==> config.mk <==
export PLATFORM = sky130hd
export DESIGN_NAME = crc_tx_sched_flat
export DESIGN_NICKNAME = d
export VERILOG_FILES = /design/src/rtl/usb_tx_pkg.sv /design/src/rtl/crc_tx_sched_if.sv /design/src/rtl/rr_arb2.sv /design/src/rtl/crc_tx_sched.sv /design/src/flat_wrapper.sv
export SDC_FILE = /design/constraint.sdc
export NUM_CORES = 1
export LEC_CHECK = 0
export CORE_AREA = 2 2 160 162
export DETAILED_ROUTE_END_ITERATION = 12
export DIE_AREA = 0 0 162 164
export GPL_TIMING_DRIVEN = 0
export PLACE_DENSITY = 0.78
export SYNTH_ARGS = -nofsm -noshare
export SYNTH_HDL_FRONTEND = slang
export SYNTH_HIERARCHICAL = 1
export SYNTH_SLANG_ARGS = --single-unit
==> constraint.sdc <==
create_clock -name clock -period 4.6 [get_ports clock]
set_input_delay 1.15 -clock clock [delete_from_list [all_inputs] [get_ports clock]]
set_output_delay 1.15 -clock clock [all_outputs]
set_load 0.05 [all_outputs]
==> src/rtl/usb_tx_pkg.sv <==
// Shared types and widths for the USB transmit path.
package usb_tx_pkg;

    localparam int unsigned PKT_BUF_W = 100;
    localparam int unsigned CRC5_W    = 5;
    localparam int unsigned CRC16_W   = 16;
    localparam int unsigned LEN_W     = 32;

    typedef enum logic [1:0] {
        StIdle,
        StLoad,
        StSend,
        StGap
    } sched_state_t;

    function automatic logic [1:0] src_onehot(input logic src);
        return src ? 2'b10 : 2'b01;
    endfunction

endpackage

==> src/rtl/crc_tx_sched_if.sv <==
// Handshake bundle between the packet sources, the scheduler and the CRC datapath.
interface crc_tx_sched_if;
    import usb_tx_pkg::*;

    logic [1:0]           req;
    logic [PKT_BUF_W-1:0] pkt0;
    logic [PKT_BUF_W-1:0] pkt1;
    logic [LEN_W-1:0]     len0;
    logic [LEN_W-1:0]     len1;
    logic [1:0]           gnt;
    logic [1:0]           done;
    logic [1:0]           err;
    logic                 busy;
    logic [PKT_BUF_W-1:0] pkt_in;
    logic [LEN_W-1:0]     pkt_len;
    logic                 pkt_ready;
    logic                 crc_sending;
    logic                 bs_ready;

    modport master (
        output req, pkt0, pkt1, len0, len1, crc_sending, bs_ready,
        input  gnt, done, err, busy, pkt_in, pkt_len, pkt_ready
    );

    modport slave (
        input  req, pkt0, pkt1, len0, len1, crc_sending, bs_ready,
        output gnt, done, err, busy, pkt_in, pkt_len, pkt_ready
    );

endinterface

==> src/rtl/rr_arb2.sv <==
// Two-way round-robin arbiter: combinational grant, registered last-winner pointer.
module rr_arb2 (
    input  logic       clock,
    input  logic       reset_n,
    input  logic [1:0] req_i,
    input  logic       upd_i,
    output logic [1:0] gnt_o,
    output logic       win_o,
    output logic       last_o
);

    logic last_q, last_d;

    always_comb begin
        gnt_o = 2'b00;
        win_o = 1'b0;
        case (req_i)
            2'b01: begin
                gnt_o = 2'b01;
                win_o = 1'b0;
            end
            2'b10: begin
                gnt_o = 2'b10;
                win_o = 1'b1;
            end
            2'b11: begin
                // On a tie the source that did not win last time goes first.
                win_o = ~last_q;
                gnt_o = last_q ? 2'b01 : 2'b10;
            end
            default: ;
        endcase
        last_d = (upd_i && (req_i != 2'b00)) ? win_o : last_q;
    end

    always_ff @(posedge clock or negedge reset_n) begin
        if (!reset_n) begin
            last_q <= 1'b1;
        end else begin
            last_q <= last_d;
        end
    end

    assign last_o = last_q;

endmodule

==> src/rtl/crc_tx_sched.sv <==
// Shares the serial CRC-append datapath between two packet sources: arbitration,
// packet latch, bit counting with watchdog, and an inter-packet gap.
module crc_tx_sched
    import usb_tx_pkg::*;
#(
    parameter int unsigned CRC_W   = CRC5_W,
    parameter int unsigned IPG     = 2,
    parameter int unsigned TIMEOUT = 64,
    parameter int unsigned MIN_LEN = 9,
    parameter int unsigned MAX_LEN = PKT_BUF_W
) (
    input logic           clock,
    input logic           reset_n,
    crc_tx_sched_if.slave bus
);

    localparam int unsigned WdW  = $clog2(TIMEOUT + 1);
    localparam int unsigned GapW = (IPG > 1) ? $clog2(IPG) : 1;

    sched_state_t         state_q, state_d;
    logic [1:0]           gnt_q, gnt_d;
    logic [1:0]           done_q, done_d;
    logic [1:0]           err_q, err_d;
    logic                 busy_q, busy_d;
    logic                 pkt_ready_q, pkt_ready_d;
    logic [PKT_BUF_W-1:0] pkt_in_q, pkt_in_d;
    logic [LEN_W-1:0]     pkt_len_q, pkt_len_d;
    logic [LEN_W-1:0]     cnt_q, cnt_d;
    logic [WdW-1:0]       wd_q, wd_d;
    logic [GapW-1:0]      gap_q, gap_d;

    logic [1:0]       arb_gnt;
    logic             arb_win;
    logic             arb_last;
    logic             arb_upd;
    logic [LEN_W-1:0] win_len;
    logic             len_ok;
    logic [LEN_W-1:0] send_target;

    rr_arb2 u_arb (
        .clock  (clock),
        .reset_n(reset_n),
        .req_i  (bus.req),
        .upd_i  (arb_upd),
        .gnt_o  (arb_gnt),
        .win_o  (arb_win),
        .last_o (arb_last)
    );

    assign win_len     = arb_win ? bus.len1 : bus.len0;
    assign len_ok      = (win_len >= LEN_W'(MIN_LEN)) && (win_len <= LEN_W'(MAX_LEN));
    assign send_target = pkt_len_q + LEN_W'(CRC_W);

    always_comb begin
        state_d     = state_q;
        gnt_d       = 2'b00;
        done_d      = 2'b00;
        err_d       = 2'b00;
        pkt_ready_d = 1'b0;
        pkt_in_d    = pkt_in_q;
        pkt_len_d   = pkt_len_q;
        cnt_d       = cnt_q;
        wd_d        = wd_q;
        gap_d       = gap_q;
        arb_upd     = 1'b0;

        unique case (state_q)
            StIdle: begin
                if (bus.req != 2'b00) begin
                    arb_upd = 1'b1;
                    if (!len_ok) begin
                        err_d = arb_gnt;
                    end else begin
                        gnt_d     = arb_gnt;
                        pkt_in_d  = arb_win ? bus.pkt1 : bus.pkt0;
                        pkt_len_d = win_len;
                        state_d   = StLoad;
                    end
                end
            end
            StLoad: begin
                pkt_ready_d = 1'b1;
                cnt_d       = '0;
                wd_d        = '0;
                state_d     = StSend;
            end
            StSend: begin
                // A stalled cycle with a valid bit still proves the datapath is alive.
                if (bus.crc_sending) begin
                    wd_d = '0;
                end else if (bus.bs_ready) begin
                    wd_d = wd_q + 1'b1;
                end
                if (bus.crc_sending && bus.bs_ready) begin
                    cnt_d = cnt_q + 1'b1;
                end
                // The owner of the packet in flight is always the last arbiter winner.
                if (cnt_d == send_target) begin
                    done_d  = src_onehot(arb_last);
                    gap_d   = '0;
                    state_d = StGap;
                end else if (wd_d == WdW'(TIMEOUT)) begin
                    err_d   = src_onehot(arb_last);
                    gap_d   = '0;
                    state_d = StGap;
                end
            end
            StGap: begin
                if (gap_q == GapW'(IPG - 1)) begin
                    gap_d   = '0;
                    state_d = StIdle;
                end else begin
                    gap_d = gap_q + 1'b1;
                end
            end
            default: state_d = StIdle;
        endcase

        busy_d = (state_d != StIdle);
    end

    always_ff @(posedge clock or negedge reset_n) begin
        if (!reset_n) begin
            state_q     <= StIdle;
            gnt_q       <= '0;
            done_q      <= '0;
            err_q       <= '0;
            busy_q      <= 1'b0;
            pkt_ready_q <= 1'b0;
            pkt_in_q    <= '0;
            pkt_len_q   <= '0;
            cnt_q       <= '0;
            wd_q        <= '0;
            gap_q       <= '0;
        end else begin
            state_q     <= state_d;
            gnt_q       <= gnt_d;
            done_q      <= done_d;
            err_q       <= err_d;
            busy_q      <= busy_d;
            pkt_ready_q <= pkt_ready_d;
            pkt_in_q    <= pkt_in_d;
            pkt_len_q   <= pkt_len_d;
            cnt_q       <= cnt_d;
            wd_q        <= wd_d;
            gap_q       <= gap_d;
        end
    end

    assign bus.gnt       = gnt_q;
    assign bus.done      = done_q;
    assign bus.err       = err_q;
    assign bus.busy      = busy_q;
    assign bus.pkt_ready = pkt_ready_q;
    assign bus.pkt_in    = pkt_in_q;
    assign bus.pkt_len   = pkt_len_q;

endmodule

==> src/flat_wrapper.sv <==
// flat-port wrapper written by rule: the top's interface ports become plain ports
module crc_tx_sched_flat import usb_tx_pkg::*;
#(
    parameter int unsigned CRC_W   = CRC5_W,
    parameter int unsigned IPG     = 2,
    parameter int unsigned TIMEOUT = 64,
    parameter int unsigned MIN_LEN = 9,
    parameter int unsigned MAX_LEN = PKT_BUF_W
)
  (clock, reset_n, bus_req, bus_pkt0, bus_pkt1, bus_len0, bus_len1, bus_crc_sending, bus_bs_ready, bus_gnt, bus_done, bus_err, bus_busy, bus_pkt_in, bus_pkt_len, bus_pkt_ready);
  crc_tx_sched_if bus_i ();
  input logic clock;
  input logic reset_n;
  input wire logic [$bits(bus_i.req)-1:0] bus_req;
  input wire logic [$bits(bus_i.pkt0)-1:0] bus_pkt0;
  input wire logic [$bits(bus_i.pkt1)-1:0] bus_pkt1;
  input wire logic [$bits(bus_i.len0)-1:0] bus_len0;
  input wire logic [$bits(bus_i.len1)-1:0] bus_len1;
  input wire logic [$bits(bus_i.crc_sending)-1:0] bus_crc_sending;
  input wire logic [$bits(bus_i.bs_ready)-1:0] bus_bs_ready;
  output wire logic [$bits(bus_i.gnt)-1:0] bus_gnt;
  output wire logic [$bits(bus_i.done)-1:0] bus_done;
  output wire logic [$bits(bus_i.err)-1:0] bus_err;
  output wire logic [$bits(bus_i.busy)-1:0] bus_busy;
  output wire logic [$bits(bus_i.pkt_in)-1:0] bus_pkt_in;
  output wire logic [$bits(bus_i.pkt_len)-1:0] bus_pkt_len;
  output wire logic [$bits(bus_i.pkt_ready)-1:0] bus_pkt_ready;
  assign bus_i.req = bus_req;
  assign bus_i.pkt0 = bus_pkt0;
  assign bus_i.pkt1 = bus_pkt1;
  assign bus_i.len0 = bus_len0;
  assign bus_i.len1 = bus_len1;
  assign bus_i.crc_sending = bus_crc_sending;
  assign bus_i.bs_ready = bus_bs_ready;
  assign bus_gnt = bus_i.gnt;
  assign bus_done = bus_i.done;
  assign bus_err = bus_i.err;
  assign bus_busy = bus_i.busy;
  assign bus_pkt_in = bus_i.pkt_in;
  assign bus_pkt_len = bus_i.pkt_len;
  assign bus_pkt_ready = bus_i.pkt_ready;
  crc_tx_sched #(.CRC_W(CRC_W), .IPG(IPG), .TIMEOUT(TIMEOUT), .MIN_LEN(MIN_LEN), .MAX_LEN(MAX_LEN)) u_core (.clock(clock), .reset_n(reset_n), .bus(bus_i));
endmodule
==> qor.tcl, run 1 <==
set qor(outcome) {finished, violations left}
set qor(violations) {negative setup slack}
set qor(holdCritPathClass) {flop to flop}
set qor(synth_top_family_by_area) {simple AND/OR/NAND/NOR gates}
set qor(io_buffer_count) 409
set qor(wl_per_cell_microns) 21.7
set qor(cts_hold_repair.buffers) 0
set qor(finalWorstSetupSlack_ps) -0.560
set qor(tritoncts_buffer_count) 17
set qor(routed_wirelength_microns) 41300
set qor(timing.max_slew.rel_slack_pct) 39.5
set qor(vias) 10600
set qor(clock-sinks) 183
set qor(pin_count_of_the_biggest_net_entering_global_routing) 103
set qor(synth-compound-area-share_pct) 13.1
set qor(clock-skew-final_ps) 14.7
set qor(drive_above_1_share_pct) 4.59
set qor(floorplan.initialDensity_pct) 42.0
set qor(setup.worst_path.start_class) {input pin}
set qor(layout.nets) 1834
set qor(yosysWarningCount) 6
set qor(detailed_place_hpwl_microns) 33300
set qor(adder_cell_share_of_the_synthesized_area_pct) 0.840
set qor(yosys.area_share.xor_xnor_pct) 6.97
set qor(place_worst_setup_slack_ps) -1560
set qor(drt_iter0_markers) 823
set qor(fin_cells) 1906
set qor(powerDensity_nw_per_um2) 234
set qor(floorplan.die.width_microns) 162
set qor(area_growth_syn_to_layout_pct) 49.6
set qor(rsz0062_at_grt) {no}
set qor(worstMarginPinSlew_ps) 908
set qor(post_drt_via_cell_ratio) 5.56
set qor(final.period_utilization_pct) 100
set qor(clk_pin_slew_ps) 70
set qor(pwr-share-clk_pct) 40.5
set qor(ys_async_sr_fraction_pct) 100
set qor(fmaxAchievable_mhz) 217
set qor(gr_usage_total_pct) 30.8
set qor(drt_pass1_iterations) 5
set qor(final.fill_count) 2167
set qor(mappedNetlistArea_sq_um) 10400
set qor(final-max-slew-violation-count) 0
set qor(power_frac_comb_pct) 14.5
set qor(postSynthAreaPerCell_sq_um) 9.23
set qor(htree_levels) 4
set qor(leakagePower_nw) 6.67
set qor(drt_drc_violations_left) 0
set qor(critPathRequiredTime_ps) 4950
set qor(endpoint_kind) {flop}
set qor(cp_data_arrival_time_ps) 4950
set qor(place.detailed.instances) 1869
set qor(number_of_synthesized_flops_with_an_enable_pin) 0
set qor(grt_antenna_before_repair) 5
set qor(cts.path.max_buffers) 2
set qor(io_pins) 410
set qor(power.sequential.fraction_pct) 45.0
set qor(core.rowCount) 58
set qor(synth_nets) 1406
set qor(grt_overflow) 0
set qor(clock-root-buffer) {sky130_fd_sc_hd__clkbuf_16}
set qor(cts_tree) {done}
set qor(ys.flop_type) {sky130_fd_sc_hd__dfrtp_1}
set qor(coreArea_sq_um) 24800
set qor(vdd_ir_drop_max_mv) 0.242
set qor(post_cts_buffers) 0
set qor(max_cap_viol_count) 0
set qor(cell_internal_pwr_w) 0.00268
set qor(synthesis.instances) 1129
set qor(global_route_wire_length_before_repair_microns) 61400
set qor(post_route_minimum_period_ps) 4600
set qor(post_synth_and_or_nand_nor_area_fraction_pct) 21.2
set qor(power.net_switching_w) 0.000975
set qor(crit_path_max_fanout) 8
set qor(worstSetupPathType) {input pin to flop}
set qor(multi_input_comb_area_sq_um) 5540
set qor(final_antenna_net_count) 0
set qor(vias_in_the_first_global_route) 10400
set qor(seqCellArea_sq_um) 4580
set qor(setup_viol) 1
set qor(die_h_microns) 164
set qor(synthMuxAreaShare_pct) 10.8
set qor(yosysSeqAreaShare_pct) 43.9
set qor(synth.ff_latch_count) 183
set qor(replace_congestion) 0.983
set qor(floorplan.die_area_sq_um) 26600
set qor(timing.final.hold_violations) 0
set qor(switching_share_pct) 26.7
set qor(clock_latency_ps) 450
set qor(synth_cell_type_count) 68
-- power groups by stage --
stage	sequential (W)	clock, W	combinational, W
global route	0.00165	0.00157	0.000576
global placement	0.00168	0	0.000515
CTS	0.00164	0.00151	0.000529
floorplan	0.00167	0	0.000193
detailed placement	0.00168	0	0.000526
finish	0.00164	0.00148	0.000531
-- flip-flops by register name, indices dropped and copies added (netlist names), 2 cells and up --
name                count
u_core/bus.err          2
u_core/bus.done         2
u_core/bus.pkt_in     100
u_core/bus.gnt          2
u_core/state_q          2
u_core/wd_q             7
u_core/bus.pkt_len     32
u_core/cnt_q           32
-- layout make-up --
cell class,instances,share of cell area [%]
Antenna cell,6,0.0962
Sequential cell,183,29.4
Clock buffer,18,2.81
Clock inverter,14,0.954
Multi-Input combinational cell,862,35.5
Inverter,15,0.361
Tap cell,330,2.65
Buffer,68,1.80
Timing Repair Buffer,410,26.4
-- final timing paths --
check	start	endpoint	slack, ps	cells past startpoint
max	bus_crc_sending	u_core/gap_q$_DFFE_PN0P_	-0.6	10
min	u_core/bus.pkt_in[12]$_DFFE_PN0P_	u_core/bus.pkt_in[12]$_DFFE_PN0P_	480	2
max reg2reg	u_core/bus.pkt_len[0]$_DFFE_PN0P_	u_core/gap_q$_DFFE_PN0P_	820	10
min reg2reg	u_core/bus.pkt_in[12]$_DFFE_PN0P_	u_core/bus.pkt_in[12]$_DFFE_PN0P_	480	2
max in group asynchronous	reset_n	u_core/bus.pkt_in[65]$_DFFE_PN0P_	2930	2
min in group asynchronous	reset_n	u_core/bus.pkt_len[16]$_DFFE_PN0P_	690	1
-- cell usage in the layout, fill, tap and decap left out, types with 24 or more instances in the layout --
cell,synthesis,final
sky130_fd_sc_hd__dfrtp_1,182,182
sky130_fd_sc_hd__o31ai_1,25,25
sky130_fd_sc_hd__o21ai_0,142,142
sky130_fd_sc_hd__mux2i_1,109,109
sky130_fd_sc_hd__nand3_1,40,40
sky130_fd_sc_hd__clkbuf_1,54,45
sky130_fd_sc_hd__nand2_1,205,204
sky130_fd_sc_hd__xnor2_1,46,46
sky130_fd_sc_hd__clkdlybuf4s50_1,0,408
sky130_fd_sc_hd__and2_1,24,24
sky130_fd_sc_hd__nor2_1,37,37
-- synth_stat cells (4+ instances only) --
master                     instances  area (sq um)
sky130_fd_sc_hd__nand2_1         205           769
sky130_fd_sc_hd__dfrtp_1         182          4550
sky130_fd_sc_hd__o21ai_0         142           711
sky130_fd_sc_hd__mux2i_1         109          1090
sky130_fd_sc_hd__clkbuf_1         54           203
sky130_fd_sc_hd__xnor2_1          46           403
sky130_fd_sc_hd__nand3_1          40           200
sky130_fd_sc_hd__nor2_1           37           139
sky130_fd_sc_hd__o31ai_1          25           188
sky130_fd_sc_hd__and2_1           24           150
sky130_fd_sc_hd__nor4_1           24           150
sky130_fd_sc_hd__nand4_1          23           144
sky130_fd_sc_hd__nor3_1           21           105
sky130_fd_sc_hd__xor2_1           19           166
sky130_fd_sc_hd__a21oi_1          17          85.1
sky130_fd_sc_hd__and3_1           14          87.6
sky130_fd_sc_hd__and4_1           14           123
sky130_fd_sc_hd__inv_1            14          52.6
sky130_fd_sc_hd__buf_2             9          45.0
sky130_fd_sc_hd__or4_1             8          60.1
sky130_fd_sc_hd__a31oi_1           7          43.8
sky130_fd_sc_hd__ha_1              7          87.6
sky130_fd_sc_hd__xnor3_1           7           158
sky130_fd_sc_hd__buf_1             4          15.0
sky130_fd_sc_hd__nand2b_1          4          25.0
sky130_fd_sc_hd__o22ai_1           4          25.0
-- through the flow --
stage | total power (W) | TNS [ps] | area, sq um | hold WS, ps | util, %
5_1_grt | 0.00379 | 0 | 15600 | 503 | 62.8
3_3_place_gp | 0.00219 | -1135960 | 14900 | 461 | 60.2
6_report | 0.00366 | -0.560 | 15600 | 480 | 62.9
2_1_floorplan | 0.00186 | 0 | 10400 | 478 | -
3_5_place_dp | 0.00220 | -152750 | 15000 | 469 | 60.3
4_1_cts | 0.00368 | 0 | 15600 | 485 | 62.7
-- layer usage --
layer | GRT usage (%) | share of wire [%]
met4 | 13.4 | 3.9
met1 | 39.1 | 40
met3 | 6.77 | 7.1
met2 | 50.9 | 49
met5 | 0 | 0.031
-- cells by family (layout without fill, tap and decap cells) --
logic type / count (synthesis) / after routing
multiplexers: 112 / 112
AND/OR/NAND/NOR: 441 / 441
other: 0 / 6
flip-flops: 183 / 183
XOR/XNOR: 72 / 72
buffers and inverters: 84 / 525
adder cells (fa/ha/maj): 7 / 7
AO/OA/AOI/OAI: 230 / 230
-- worst max-delay path: stages --
cell,delay [ps]
sky130_fd_sc_hd__clkdlybuf4s50_1,680
sky130_fd_sc_hd__and4_1,400
sky130_fd_sc_hd__nand4_2,310
sky130_fd_sc_hd__nor4_1,690
sky130_fd_sc_hd__xnor3_1,290
sky130_fd_sc_hd__o2111ai_1,110
sky130_fd_sc_hd__a2111oi_0,530
sky130_fd_sc_hd__nand4_1,340
sky130_fd_sc_hd__nor4b_1,240
sky130_fd_sc_hd__nor3_1,200
-- timing repair --
item,in CTS,in global routing
setup endpoints to repair,129,53
resized for setup,9,10
gates cloned,0,0
(Power assumes the default switching activity.)
==> run 2, diff against run 1 <==
--- a/config.mk
+++ b/config.mk
@@ -5,11 +5,12 @@
 export SDC_FILE = /design/constraint.sdc
 export NUM_CORES = 1
 export LEC_CHECK = 0
-export CORE_AREA = 2 2 160 162
+export CORE_AREA = 2 2 158 160
+export CTS_BUF_LIST = sky130_fd_sc_hd__clkbuf_8
 export DETAILED_ROUTE_END_ITERATION = 12
-export DIE_AREA = 0 0 162 164
+export DIE_AREA = 0 0 160 162
 export GPL_TIMING_DRIVEN = 0
-export PLACE_DENSITY = 0.78
+export PLACE_DENSITY = 0.79
 export SYNTH_ARGS = -nofsm -noshare
 export SYNTH_HDL_FRONTEND = slang
 export SYNTH_HIERARCHICAL = 1
==> run 2 against run 1 <==
Effect of this change:
- the run now ends clean
- utilization is 0.83 points higher
- maximum frequency is 3.3% higher
- wire length is 2.2% higher
- critical path depth is 2 higher
- hold slack better by 9.7 ps
- flip-flop and latch count stayed put
- clock skew is 4.4 ps higher
- non-clock buffer count is 1 higher
- via count is 0.30% higher
- register-to-register slack better by 160 ps
- critical endpoint is now u_core/bus.pkt_in[51]$_DFFE_PN0P_
- total power is 11% lower
- first-iteration DRC count is 22% higher
- largest cell class unchanged
==> qor.tcl, run 2 (synthesis gave the netlist of run 1 again) <==
set qor(final_antenna_net_count) 0
set qor(post_route_minimum_period_ps) 4460
set qor(place.detailed.instances) 1863
set qor(clock-sinks) 183
set qor(final.period_utilization_pct) 96.9
set qor(fin_cells) 1899
set qor(worstSetupPathType) {input pin to flop}
set qor(final.fill_count) 2145
set qor(clk_pin_slew_ps) 100
set qor(setup_viol) 0
set qor(grt_antenna_before_repair) 6
set qor(floorplan.die_area_sq_um) 25900
set qor(io_pins) 410
set qor(vdd_ir_drop_max_mv) 0.189
set qor(worstMarginPinSlew_ps) 856
set qor(layout.nets) 1835
set qor(timing.max_slew.rel_slack_pct) 42.9
set qor(detailed_place_hpwl_microns) 33900
set qor(cp.buffers_inverters) 4
set qor(io_buffer_count) 409
set qor(drive_above_1_share_pct) 4.27
set qor(routed_wirelength_microns) 42200
set qor(clock-skew-final_ps) 19.0
set qor(coreArea_sq_um) 24100
set qor(clock-root-buffer) {sky130_fd_sc_hd__clkbuf_8}
set qor(timing.critical_path.max_delay_family) {simple AND/OR/NAND/NOR gates}
set qor(replace_congestion) 0.964
set qor(pin_count_of_the_biggest_net_entering_global_routing) 110
set qor(total_power_w) 0.00324
set qor(tritoncts_buffer_count) 17
set qor(cp_data_arrival_time_ps) 4800
set qor(place_worst_setup_slack_ps) -1660
set qor(fin_hold_ws_ps) 489
set qor(cts.path.max_buffers) 2
set qor(largest_register_ff_count) 100
set qor(worst_path_largest_cell_delay_ps) 640
set qor(post_cts_buffers) 0
set qor(critPathRequiredTime_ps) 4950
set qor(clock_latency_ps) 480
set qor(drt_pass1_iterations) 6
set qor(grt_overflow) 0
set qor(htree_levels) 4
set qor(final-max-slew-violation-count) 0
set qor(multi_input_comb_area_sq_um) 5530
set qor(timing.critical_path.mode_cell) {sky130_fd_sc_hd__clkbuf_2}
set qor(floorplan.die.width_microns) 160
set qor(crit_path_max_fanout) 10
set qor(critical_path.slowest_cell) {sky130_fd_sc_hd__or4b_2}
set qor(leakagePower_nw) 6.57
set qor(gr_usage_total_pct) 32.1
set qor(drt_iter0_markers) 1007
set qor(max_cap_viol_count) 0
set qor(core.rowCount) 57
set qor(holdCritPathClass) {flop to flop}
set qor(area_growth_syn_to_layout_pct) 47.3
set qor(vias) 10600
set qor(setup.worst_path.start_class) {input pin}
set qor(fmaxAchievable_mhz) 224
set qor(finalWorstSetupSlack_ps) 144
set qor(timing.final.hold_violations) 0
set qor(crit_chain) {clkdlybuf4s50_1 > a21boi_4 > or4b_2 > o22ai_1 > nand3_1 > and4b_1 > nand2_2 > clkbuf_2 > clkbuf_2 > clkbuf_1 > nand2_1 > o21ai_0}
set qor(rsz0062_at_grt) {no}
set qor(seqCellArea_sq_um) 4580
set qor(post_drt_via_cell_ratio) 5.59
set qor(layout.cells.most_common_list) {408 x sky130_fd_sc_hd__clkdlybuf4s50_1, 204 x sky130_fd_sc_hd__nand2_1, 182 x sky130_fd_sc_hd__dfrtp_1, 142 x sky130_fd_sc_hd__o21ai_0, 109 x sky130_fd_sc_hd__mux2i_1}
set qor(outcome) {finished clean}
set qor(floorplan.initialDensity_pct) 43.3
set qor(cts_tree) {done}
set qor(endpoint_kind) {flop}
set qor(powerDensity_nw_per_um2) 211
set qor(ff2ff_setup_slack_ps) 980
set qor(global_route_wire_length_before_repair_microns) 62600
set qor(die_h_microns) 162
set qor(drt_drc_violations_left) 0
set qor(wl_per_cell_microns) 22.2
set qor(layout_commonest_cell) {sky130_fd_sc_hd__clkdlybuf4s50_1}
set qor(vias_in_the_first_global_route) 10500
run 2: cell types whose count changed in the layout (fill, tap and decap cells not counted), sizes merged:
cell      delta
clkinvlp     +1
clkinv       +1
bufinv       +1
inv          -3
diode        -1
run 2: final timing paths:
check / start / cells after the start / endpoint
max: bus_req[1] / 12 / u_core/bus.pkt_in[51]$_DFFE_PN0P_
min: u_core/bus.pkt_in[71]$_DFFE_PN0P_ / 2 / u_core/bus.pkt_in[71]$_DFFE_PN0P_
max reg2reg: u_core/bus.pkt_len[5]$_DFFE_PN0P_ / 9 / u_core/gap_q$_DFFE_PN0P_
min reg2reg: u_core/bus.pkt_in[71]$_DFFE_PN0P_ / 2 / u_core/bus.pkt_in[71]$_DFFE_PN0P_
max in group asynchronous: reset_n / 2 / u_core/bus.pkt_in[89]$_DFFE_PN0P_
min in group asynchronous: reset_n / 1 / u_core/bus.pkt_len[16]$_DFFE_PN0P_
run 2: power breakdown:
group | internal, W | total [W] | switching (W)
combinational | 0.000312 | 0.000533 | 0.000222
sequential | 0.00163 | 0.00164 | 0.0000164
clock | 0.000431 | 0.00106 | 0.000631
total | 0.00237 | 0.00324 | 0.000869
run 2: timing repair:
action / 4_1_cts / 5_1_grt
resized for setup: 8 / 8
hold buffers: 0 / 0
setup endpoints to repair: 129 / 50
run 2: area by class of cell:
type	instances	area share, %
Antenna cell	5	0.0815
Buffer	69	1.86
Clock buffer	17	1.52
Clock inverter	14	0.815
Inverter	15	0.367
Multi-Input combinational cell	862	36.0
Sequential cell	183	29.8
Tap cell	324	2.64
Timing Repair Buffer	410	26.9
run 2: stage by stage:
stage	TNS, ps	utilization [%]	instance area [sq um]
4_1_cts	0	63.6	15300
3_5_place_dp	-162920	62.1	15000
5_1_grt	0	63.7	15400
2_1_floorplan	0	-	10400
3_3_place_gp	-1160920	61.9	14900
6_report	0	63.7	15400
run 2: worst reg2reg max path, stage by stage, from the launching register on:
cell and delay (ps):
sky130_fd_sc_hd__dfrtp_1 510, sky130_fd_sc_hd__nand4_1 310, sky130_fd_sc_hd__nor4_1 680, sky130_fd_sc_hd__nand4_1 210, sky130_fd_sc_hd__xnor2_1 320, sky130_fd_sc_hd__mux2_2 390, sky130_fd_sc_hd__a2111oi_0 420, sky130_fd_sc_hd__nand4_1 290
sky130_fd_sc_hd__nor4b_1 240, sky130_fd_sc_hd__nor3_1 180
run 2: per-layer routing:
metal  vias to the layer above  track usage [%]  routed length [microns]
met2                       492             53.6                    20800
li1                       4912                -                        -
met4                         4             14.9                     1750
met1                      5114             39.7                    16300
met3                        99             7.33                     3350
met5                         -                0                       27
